**src/rtl/mod2011_chunk_reducer_if.sv**
```systemverilog
// mod2011_chunk_reducer_if: chunk input stream and residue output handshake
interface mod2011_chunk_reducer_if #(
  parameter int CHUNK_W = 6,
  parameter int RES_W   = 11
);
  logic               in_valid;
  logic               in_ready;
  logic [CHUNK_W-1:0] in_chunk;
  logic               in_last;
  logic               out_valid;
  logic               out_ready;
  logic [RES_W-1:0]   out_residue;
  logic               out_trunc;
  modport master (output in_valid, in_chunk, in_last, out_ready,
                  input  in_ready, out_valid, out_residue, out_trunc);
  modport slave  (input  in_valid, in_chunk, in_last, out_ready,
                  output in_ready, out_valid, out_residue, out_trunc);
endinterface

```
**src/rtl/mod2011_chunk_reducer.sv**
```systemverilog
// mod2011_chunk_reducer: MSB-first chunk stream to residue mod MOD via Horner update
module mod2011_chunk_reducer #(
  parameter int MOD        = 2011,
  parameter int CHUNK_W    = 6,
  parameter int NUM_CHUNKS = 84,
  parameter int RES_W      = 11
) (
  input logic clk,
  input logic rst_n,
  mod2011_chunk_reducer_if.slave s
);
  localparam int T_W = RES_W + CHUNK_W;
  localparam int CNT_W = $clog2(NUM_CHUNKS + 1);
  localparam logic [T_W-1:0] MODT = T_W'(MOD);
  localparam logic [T_W-1:0] FOLD = T_W'((1 << RES_W) % MOD);
  typedef enum logic [1:0] {IDLE, ACCUM, DONE} state_t;
  state_t state, state_nxt;
  logic [RES_W-1:0] acc;
  logic [CNT_W-1:0] cnt;
  logic trunc, xfer, term;
  logic [T_W-1:0] t, u, v, w;
  // acc < MOD, so concatenation equals acc*2^CHUNK_W + chunk; fold top bits by 2^RES_W mod MOD
  always_comb begin
    t = {acc, s.in_chunk};
    u = {{RES_W{1'b0}}, t[T_W-1:RES_W]} * FOLD + {{CHUNK_W{1'b0}}, t[RES_W-1:0]};
    v = u >= MODT ? u - MODT : u;
    w = v >= MODT ? v - MODT : v;
  end
  assign xfer = s.in_valid & s.in_ready;
  assign term = xfer & (s.in_last | cnt == CNT_W'(NUM_CHUNKS - 1));
  always_ff @(posedge clk or negedge rst_n)
    if (!rst_n) state <= IDLE;
    else state <= state_nxt;
  always_comb begin
    state_nxt = state;
    case (state)
      IDLE:    state_nxt = term ? DONE : xfer ? ACCUM : IDLE;
      ACCUM:   state_nxt = term ? DONE : ACCUM;
      DONE:    state_nxt = s.out_ready ? IDLE : DONE;
      default: state_nxt = IDLE;
    endcase
  end
  always_comb begin
    s.in_ready    = rst_n & (state != DONE);
    s.out_valid   = state == DONE;
    s.out_residue = acc;
    s.out_trunc   = trunc;
  end
  always_ff @(posedge clk or negedge rst_n)
    if (!rst_n) begin
      acc   <= '0;
      cnt   <= '0;
      trunc <= 1'b0;
    end else if (state == DONE) begin
      if (s.out_ready) begin
        acc   <= '0;
        cnt   <= '0;
        trunc <= 1'b0;
      end
    end else if (xfer) begin
      acc   <= w[RES_W-1:0];
      cnt   <= cnt + 1'b1;
      trunc <= term & ~s.in_last;
    end
endmodule

```
**src/flat_wrapper.sv**
```systemverilog
// flat-port wrapper written by rule: the top's interface ports become plain ports
module mod2011_chunk_reducer_flat 
#(
  parameter int MOD        = 2011,
  parameter int CHUNK_W    = 6,
  parameter int NUM_CHUNKS = 84,
  parameter int RES_W      = 11
)
  (clk, rst_n, s_in_valid, s_in_chunk, s_in_last, s_out_ready, s_in_ready, s_out_valid, s_out_residue, s_out_trunc);
  mod2011_chunk_reducer_if #(.CHUNK_W(CHUNK_W), .RES_W(RES_W)) s_i ();
  input logic clk;
  input logic rst_n;
  input wire logic [$bits(s_i.in_valid)-1:0] s_in_valid;
  input wire logic [$bits(s_i.in_chunk)-1:0] s_in_chunk;
  input wire logic [$bits(s_i.in_last)-1:0] s_in_last;
  input wire logic [$bits(s_i.out_ready)-1:0] s_out_ready;
  output wire logic [$bits(s_i.in_ready)-1:0] s_in_ready;
  output wire logic [$bits(s_i.out_valid)-1:0] s_out_valid;
  output wire logic [$bits(s_i.out_residue)-1:0] s_out_residue;
  output wire logic [$bits(s_i.out_trunc)-1:0] s_out_trunc;
  assign s_i.in_valid = s_in_valid;
  assign s_i.in_chunk = s_in_chunk;
  assign s_i.in_last = s_in_last;
  assign s_i.out_ready = s_out_ready;
  assign s_in_ready = s_i.in_ready;
  assign s_out_valid = s_i.out_valid;
  assign s_out_residue = s_i.out_residue;
  assign s_out_trunc = s_i.out_trunc;
  mod2011_chunk_reducer #(.MOD(MOD), .CHUNK_W(CHUNK_W), .NUM_CHUNKS(NUM_CHUNKS), .RES_W(RES_W)) u_core (.clk(clk), .rst_n(rst_n), .s(s_i));
endmodule
```
**config.mk**
```make
export PLATFORM = sky130hd
export DESIGN_NAME = mod2011_chunk_reducer_flat
export DESIGN_NICKNAME = d
export VERILOG_FILES = /design/src/rtl/mod2011_chunk_reducer_if.sv /design/src/rtl/mod2011_chunk_reducer.sv /design/src/flat_wrapper.sv
export SDC_FILE = /design/constraint.sdc
export NUM_CORES = 1
export LEC_CHECK = 0
export CAP_MARGIN = 5
export CORE_MARGIN = 1
export CORE_UTILIZATION = 40
export DETAILED_ROUTE_END_ITERATION = 6
export GPL_TIMING_DRIVEN = 0
export PLACE_DENSITY = 0.64
export SETUP_SLACK_MARGIN = 0.1
export SKIP_LAST_GASP = 1
export SYNTH_ARGS = -nofsm -noshare
export SYNTH_HDL_FRONTEND = slang
export SYNTH_SLANG_ARGS = --single-unit
```
**constraint.sdc**
```tcl
create_clock -name clk -period 6 [get_ports clk]
set_input_delay 0.6 -clock clk [delete_from_list [all_inputs] [get_ports clk]]
set_output_delay 0.6 -clock clk [all_outputs]
set_load 0.03 [all_outputs]
```
==> flow_summary_export.csv, run 1 <==
group,metric,value,unit
placement,hpwl,6.245,mm
logic_synthesis,ys_seq_area_frac,0.1790,
layout,antenna_cells,0,
logic_synthesis,avgSynthCellArea,8.090,um2
sta,fmax,0.1783,GHz
floorplanning,start_util,0.4229,
clocking,numCtsBuffers,3,
sta,hold_viol_final,0,
layout,fin_nets,446,
floorplanning,ios,25,
placement,gp_congestion,0.8744,
grt,grt_pass1_wl,13.04,mm
sta,setup_viol,0,
critical_path,path_class,"register to register",
sta,worst_pin_slew,0.9564,ns
logic_synthesis,syn_nets,412,
layout,layout_common_cells,"30 x ha_1, 29 x nand2_1, 27 x inv_1",
drt,wl,7.759,mm
layout,final_common_cell,"ha_1",
clocking,cts-root-buf,"clkbuf_8",
critical_path,cp-start-kind,"register",
logic_synthesis,synth_seq_cells,21,
critical_path,required,6.17,ns
clocking,clock-sinks,21,
grt,grt_overflow_total,0,
grt,grt_pass1_vias,2682,
layout,area_growth_syn_to_layout,17.26,%
clocking,clk-insertion-delay-late,0.26,ns
worst_hold_path,holdCritPathClass,"register to register",
drt,dr.pass1.iters,4,
floorplanning,die_area,0.007688,mm2
sta,max_slew_margin,0.3604,
sta,timing.clock.skew,0.001211,ns
grt,grt_usage,0.2130,
clocking,clock_path_buffers,2,
logic_synthesis,syn_area,0.002937,mm2
logic_synthesis,yosysWarnings,0,
drt,drc,0,
floorplanning,core_area,0.006944,mm2
placement,place_ws,0.1229,ns
sta,fin_crit,5.608,ns
floorplanning,die_y,87.68,um
grt,grt_max_degree,24,
sta,period_share,0.9347,
floorplanning,row_count,30,
grt,antenna_found_initial,0,
clocking,h-tree-depth,1,
critical_path,cp.arrival,5.78,ns
sta,fin_ws,0.3916,ns
logic_synthesis,synth-edff-count,0,
drt,postRouteAntennaNets,0,
drt,routedWlPerCell,15.77,um
logic_synthesis,ys.flop_type,"dfrtp_1",
clocking,path_clk_slew,0.08,ns
logic_synthesis,synthArstFlopShare,1.000,
clocking,cts_tree,"built",
logic_synthesis,synthesis.instances,363,
sta,rsz0062_at_grt,"false",
layout,drive_above_1_share,0.1111,
floorplanning,die_w,87.68,um
drt,drtIter0Drc,221,
drt,vias_per_cell,5.817,
drt,num_vias,2862,
sta,slew_violations,0,
critical_path,worstPathMaxFanout,9,
logic_synthesis,ys_types,73,
critical_path,end_kind,"register",
placement,io_buffers,24,
sta,finalSetupTns,0,ns
flow_run,maxCapViolCount,0,
run_status,status,"finished, final reports clean",
## worst max-delay path, stage by stage (launching register included)
cell and delay [ns]:
dfrtp_1 0.45, ha_1 0.32, ha_1 0.17, inv_1 0.07, fa_1 0.45, fa_1 0.52, inv_1 0.04, ha_1 0.26
buf_2 0.19, nand2_1 0.11, a211oi_4 0.30, nor3_1 0.15, nor4_4 0.46, nand4_4 0.21, nand2_4 0.14, mux2_2 0.37
ha_1 0.29, o32ai_4 0.34, a21boi_4 0.13, or2_2 0.32, o211ai_1 0.22
## flip-flops by register name, indices dropped and copies added (netlist names)
name,flops
u_core.cnt,7
u_core.s.out_residue,11
u_core.s.out_trunc,1
u_core.state,2
## cells by family (layout without fill, tap and decap cells)
| kind of cell | after synthesis | count (layout) | synth area share |
|---|---|---|---|
| flops | 21 | 21 | 0.1790 |
| mux | 2 | 2 | 0.007243 |
| fa+ha+maj | 38 | 38 | 0.1824 |
| simple gates | 140 | 140 | 0.2625 |
| buf+inv | 42 | 75 | 0.05582 |
| compound gates | 104 | 104 | 0.2655 |
| xor+xnor | 16 | 16 | 0.04772 |
## routing by layer
layer | track usage | wire (um)
met1 | 0.3034 | 3793
met2 | 0.3643 | 3642
met3 | 0.01131 | 273
met4 | 0.02832 | 49
met5 | 0 | 0
## final timing paths
| check | start | to | slack, ns | cells after the start |
|---|---|---|---|---|
| max in group asynchronous | rst_n | u_core.s.out_residue[0] | 4.55 | 1 |
| min reg2reg | u_core.state[1] | u_core.state[0] | 0.46 | 1 |
| min | u_core.state[1] | u_core.state[0] | 0.46 | 1 |
| min in group asynchronous | rst_n | u_core.state[0] | 0.87 | 1 |
| max reg2reg | u_core.s.out_residue[8] | u_core.s.out_residue[2] | 0.39 | 20 |
| max | u_core.s.out_residue[8] | u_core.s.out_residue[2] | 0.39 | 20 |
## final cells by class
cell class	instances	area, um2
inverters	27	101.3
repair buffers	29	277.8
multi-input cells	300	2310
plain buffers	15	62.56
clock buffers	3	41.29
fillers	701	3501
well taps	96	120.1
clock inverters	1	5.005
flip-flops and latches	21	525.5
## timing repair
item | in CTS | in global routing
pin swaps | 0 | 4
hold buffers | 0 | 0
buffers inserted | 0 | 5
endpoints found under the setup margin | 1 | 10
gates cloned | 0 | 0
gates resized for setup | 1 | 9
## metrics by stage
stage          cells  utilization  hold WS (ns)  instance area, um2
6_report         492       0.4959        0.4613                3443
5_1_grt          492       0.4959        0.4708                3443
4_1_cts          487       0.4825        0.4669                3351
3_5_place_dp     483       0.4748        0.4527                3297
3_3_place_gp     483       0.4748        0.4353                3297
2_1_floorplan    363            -        0.3044                2937
## Yosys cell counts, types with 4 or more instances
| library cell | instances | area share |
|---|---|---|
| a21oi_1 | 19 | 0.032 |
| a31oi_1 | 5 | 0.011 |
| and2_1 | 7 | 0.015 |
| and3_1 | 7 | 0.015 |
| buf_2 | 4 | 0.0068 |
| clkbuf_1 | 7 | 0.0089 |
| dfrtp_1 | 21 | 0.18 |
| fa_1 | 8 | 0.055 |
| ha_1 | 30 | 0.13 |
| inv_1 | 27 | 0.035 |
| nand2_1 | 30 | 0.038 |
| nand2b_1 | 4 | 0.0085 |
| nand3_1 | 17 | 0.029 |
| nor2_1 | 26 | 0.033 |
| nor3_1 | 13 | 0.022 |
| o211ai_1 | 14 | 0.036 |
| o21a_1 | 5 | 0.013 |
| o21ai_0 | 19 | 0.032 |
| o21ai_1 | 5 | 0.0085 |
| or3_1 | 6 | 0.013 |
| xnor2_1 | 9 | 0.027 |
| xor2_1 | 7 | 0.021 |
Power of run 1 is left out: the tool's default activity adds up to more than one toggle a clock period on the data nets, which glitch-free logic cannot reach.
==> run 2, diff against run 1 <==
--- a/config.mk
+++ b/config.mk
@@ -5,12 +5,12 @@
 export SDC_FILE = /design/constraint.sdc
 export NUM_CORES = 1
 export LEC_CHECK = 0
-export CAP_MARGIN = 5
+export ABC_AREA = 1
 export CORE_MARGIN = 1
-export CORE_UTILIZATION = 40
+export CORE_UTILIZATION = 25
 export DETAILED_ROUTE_END_ITERATION = 6
 export GPL_TIMING_DRIVEN = 0
-export PLACE_DENSITY = 0.64
+export PLACE_DENSITY = 0.46
 export SETUP_SLACK_MARGIN = 0.1
 export SKIP_LAST_GASP = 1
 export SYNTH_ARGS = -nofsm -noshare
==> run 2 against run 1 <==
Sequential cell count did not move; critical path depth rose by 10; final cell count rose by 28%; largest cell class unchanged; area after synthesis fell by 0.98%; worst hold slack improved by 0.010 ns; synthesized cell count rose by 26%; clock skew rose by 0.00092 ns; worst setup slack improved by 0.23 ns.
==> flow_summary_export.csv, run 2 <==
group,metric,value,unit
logic_synthesis,syn_area,0.002908,mm2
critical_path,cp_slowest_cell,"fa_1",
sta,period_share,0.8961,
critical_path,r2r_cells,30,
logic_synthesis,synth.area.top_cells,"nand2_1 19%, dfrtp_1 18%, ha_1 13%",
critical_path,critPathMostFrequentCell,"nand2_1",
drt,num_vias,2802,
worst_hold_path,min_path_cells,1,
logic_synthesis,ys.flop_type,"dfrtp_1",
grt,antenna_found_initial,0,
sta,slew_violations,0,
layout,final_area,0.003406,mm2
clocking,clock_path_buffers,2,
sta,rsz0062_at_grt,"false",
clocking,cts_resized,0,
drt,routedWlPerCell,11.68,um
drt,dr.pass1.iters,4,
layout,fin_nets,537,
floorplanning,core_area,0.01137,mm2
critical_path,required,6.14,ns
critical_path,end_kind,"register",
critical_path,path_class,"register to register",
logic_synthesis,yosys-top-cells-count,"146 x nand2_1, 80 x inv_1, 46 x nand3_1",
sta,max_slew_margin,0.3533,
drt,drtIter0Drc,167,
worst_hold_path,holdCritPathClass,"register to register",
layout,area_growth_syn_to_layout,17.13,%
logic_synthesis,ys_types,32,
clocking,clk-insertion-delay-late,0.25,ns
grt,grt_pass1_wl,12.72,mm
sta,fmax,0.1860,GHz
logic_synthesis,ys_seq_area_frac,0.1807,
clocking,cts_tree,"built",
grt,grt_max_degree,23,
clocking,ctsHoldBuffers,0,
logic_synthesis,synth_top_area_frac,0.1885,
logic_synthesis,synthesis.instances,459,
logic_synthesis,synthArstFlopShare,1.000,
floorplanning,die_y,109.8,um
critical_path,worstPathMaxFanout,10,
clocking,path_clk_slew,0.06,ns
placement,dpl_cell_area,0.003327,mm2
sta,worst_pin_slew,0.9670,ns
floorplanning,row_count,39,
logic_synthesis,avgSynthCellArea,6.335,um2
critical_path,cp.arrival,5.51,ns
logic_synthesis,yosysWarnings,0,
placement,io_buffers,24,
grt,grt_pass1_vias,2706,
floorplanning,ios,25,
drt,wl,7.361,mm
layout,largest_reg_flops,11,
drt,drc,0,
floorplanning,die_w,109.8,um
critical_path,cp-start-kind,"register",
clocking,cts-root-buf,"clkbuf_16",
logic_synthesis,synth.most_common_cell,"nand2_1",
sta,hold_viol_final,0,
critical_path,path_depth,30,
logic_synthesis,synth_area_leader_cell,"nand2_1",
sta,fin_crit,5.377,ns
layout,layout_common_cells,"146 x nand2_1, 80 x inv_1, 46 x nand3_1",
drt,postRouteAntennaNets,0,
logic_synthesis,synth_seq_cells,21,
flow_run,maxCapViolCount,0,
critical_path,crit_buf_inv,5,
clocking,h-tree-depth,1,
placement,hpwl,6.187,mm
critical_path,critical-path-top-delay-family,"adder cells",
sta,timing.clock.skew,0.002134,ns
placement,gp_congestion,0.7968,
critical_path,cpPeakStageDelay,0.51,ns
clocking,clock-sinks,21,
layout,final_common_cell,"nand2_1",
logic_synthesis,syn_nets,508,
layout,antenna_cells,0,
logic_synthesis,synth-edff-count,0,
drt,vias_per_cell,4.448,
floorplanning,start_util,0.2557,
sta,finalSetupTns,0,ns
sta,setup_viol,0,
run_status,status,"finished, final reports clean",
layout,drive_above_1_share,0.09446,
floorplanning,die_area,0.01207,mm2
grt,grt_overflow_total,0,
clocking,numCtsBuffers,3,
grt,grt_usage,0.1321,
clocking,post-cts-setup-buffers,0,
==> run 2: path summary, 6_finish.rpt <==
path / startpoint / endpoint / slack [ns]
worst max-delay path: u_core.s.out_residue[8] / u_core.s.out_residue[0] / 0.62
worst min-delay path: u_core.cnt[6] / u_core.cnt[6] / 0.47
worst max register to register: u_core.s.out_residue[8] / u_core.s.out_residue[0] / 0.62
worst min register to register: u_core.cnt[6] / u_core.cnt[6] / 0.47
max in group asynchronous: rst_n / u_core.cnt[1] / 4.52
min in group asynchronous: rst_n / u_core.cnt[4] / 0.89
==> run 2: worst register-to-register path: cells and delay by family, from the launching register on <==
kind | cells | cell delay (ns)
fa+ha+maj | 6 | 2.10
flops | 1 | 0.45
buf+inv | 5 | 0.47
simple gates | 17 | 1.95
compound gates | 2 | 0.31
==> run 2: cell type report <==
type                            count  area [um2]
Fill cell                        1266        7964
Multi-Input combinational cell    348        2014
Sequential cell                    21       525.5
Inverter                           84       315.3
Timing Repair Buffer               24       240.2
Tap cell                          143       178.9
Clock buffer                        4       78.83
Buffer                              6       52.55
==> run 2: metrics by stage <==
stage	std cells	hold WS, ns	setup WS [ns]	utilization
3_5_place_dp	626	0.4596	0.6211	0.2926
6_report	630	0.4715	0.6232	0.2995
3_3_place_gp	626	0.4508	0.6284	0.2926
2_1_floorplan	459	0.3044	1.210	-
4_1_cts	630	0.4743	0.5949	0.2995
5_1_grt	630	0.4905	0.2061	0.2995
==> run 2: cell families (layout without fill, tap and decap cells) <==
family | count (synthesis) | in the layout | share of synthesized area
DFF | 21 | 21 | 0.1807
AOI/OAI and AO/OA | 36 | 36 | 0.06971
xor gates and xnor gates | 9 | 9 | 0.02711
buffers and inverters | 90 | 118 | 0.1265
adders and majority gates | 38 | 38 | 0.1842
and+or+nand+nor | 265 | 265 | 0.4118
==> run 2: per-layer routing <==
metal,part of all wire,vias to the layer above,GRT usage,wire length (um)
li1,-,1494,-,-
met2,0.48,20,0.2313,3544
met5,0,-,0,0
met4,0,0,0.01048,0
met1,0.50,1288,0.1820,3712
met3,0.014,0,0.01126,104
Power of run 2 is left out for the same reason.
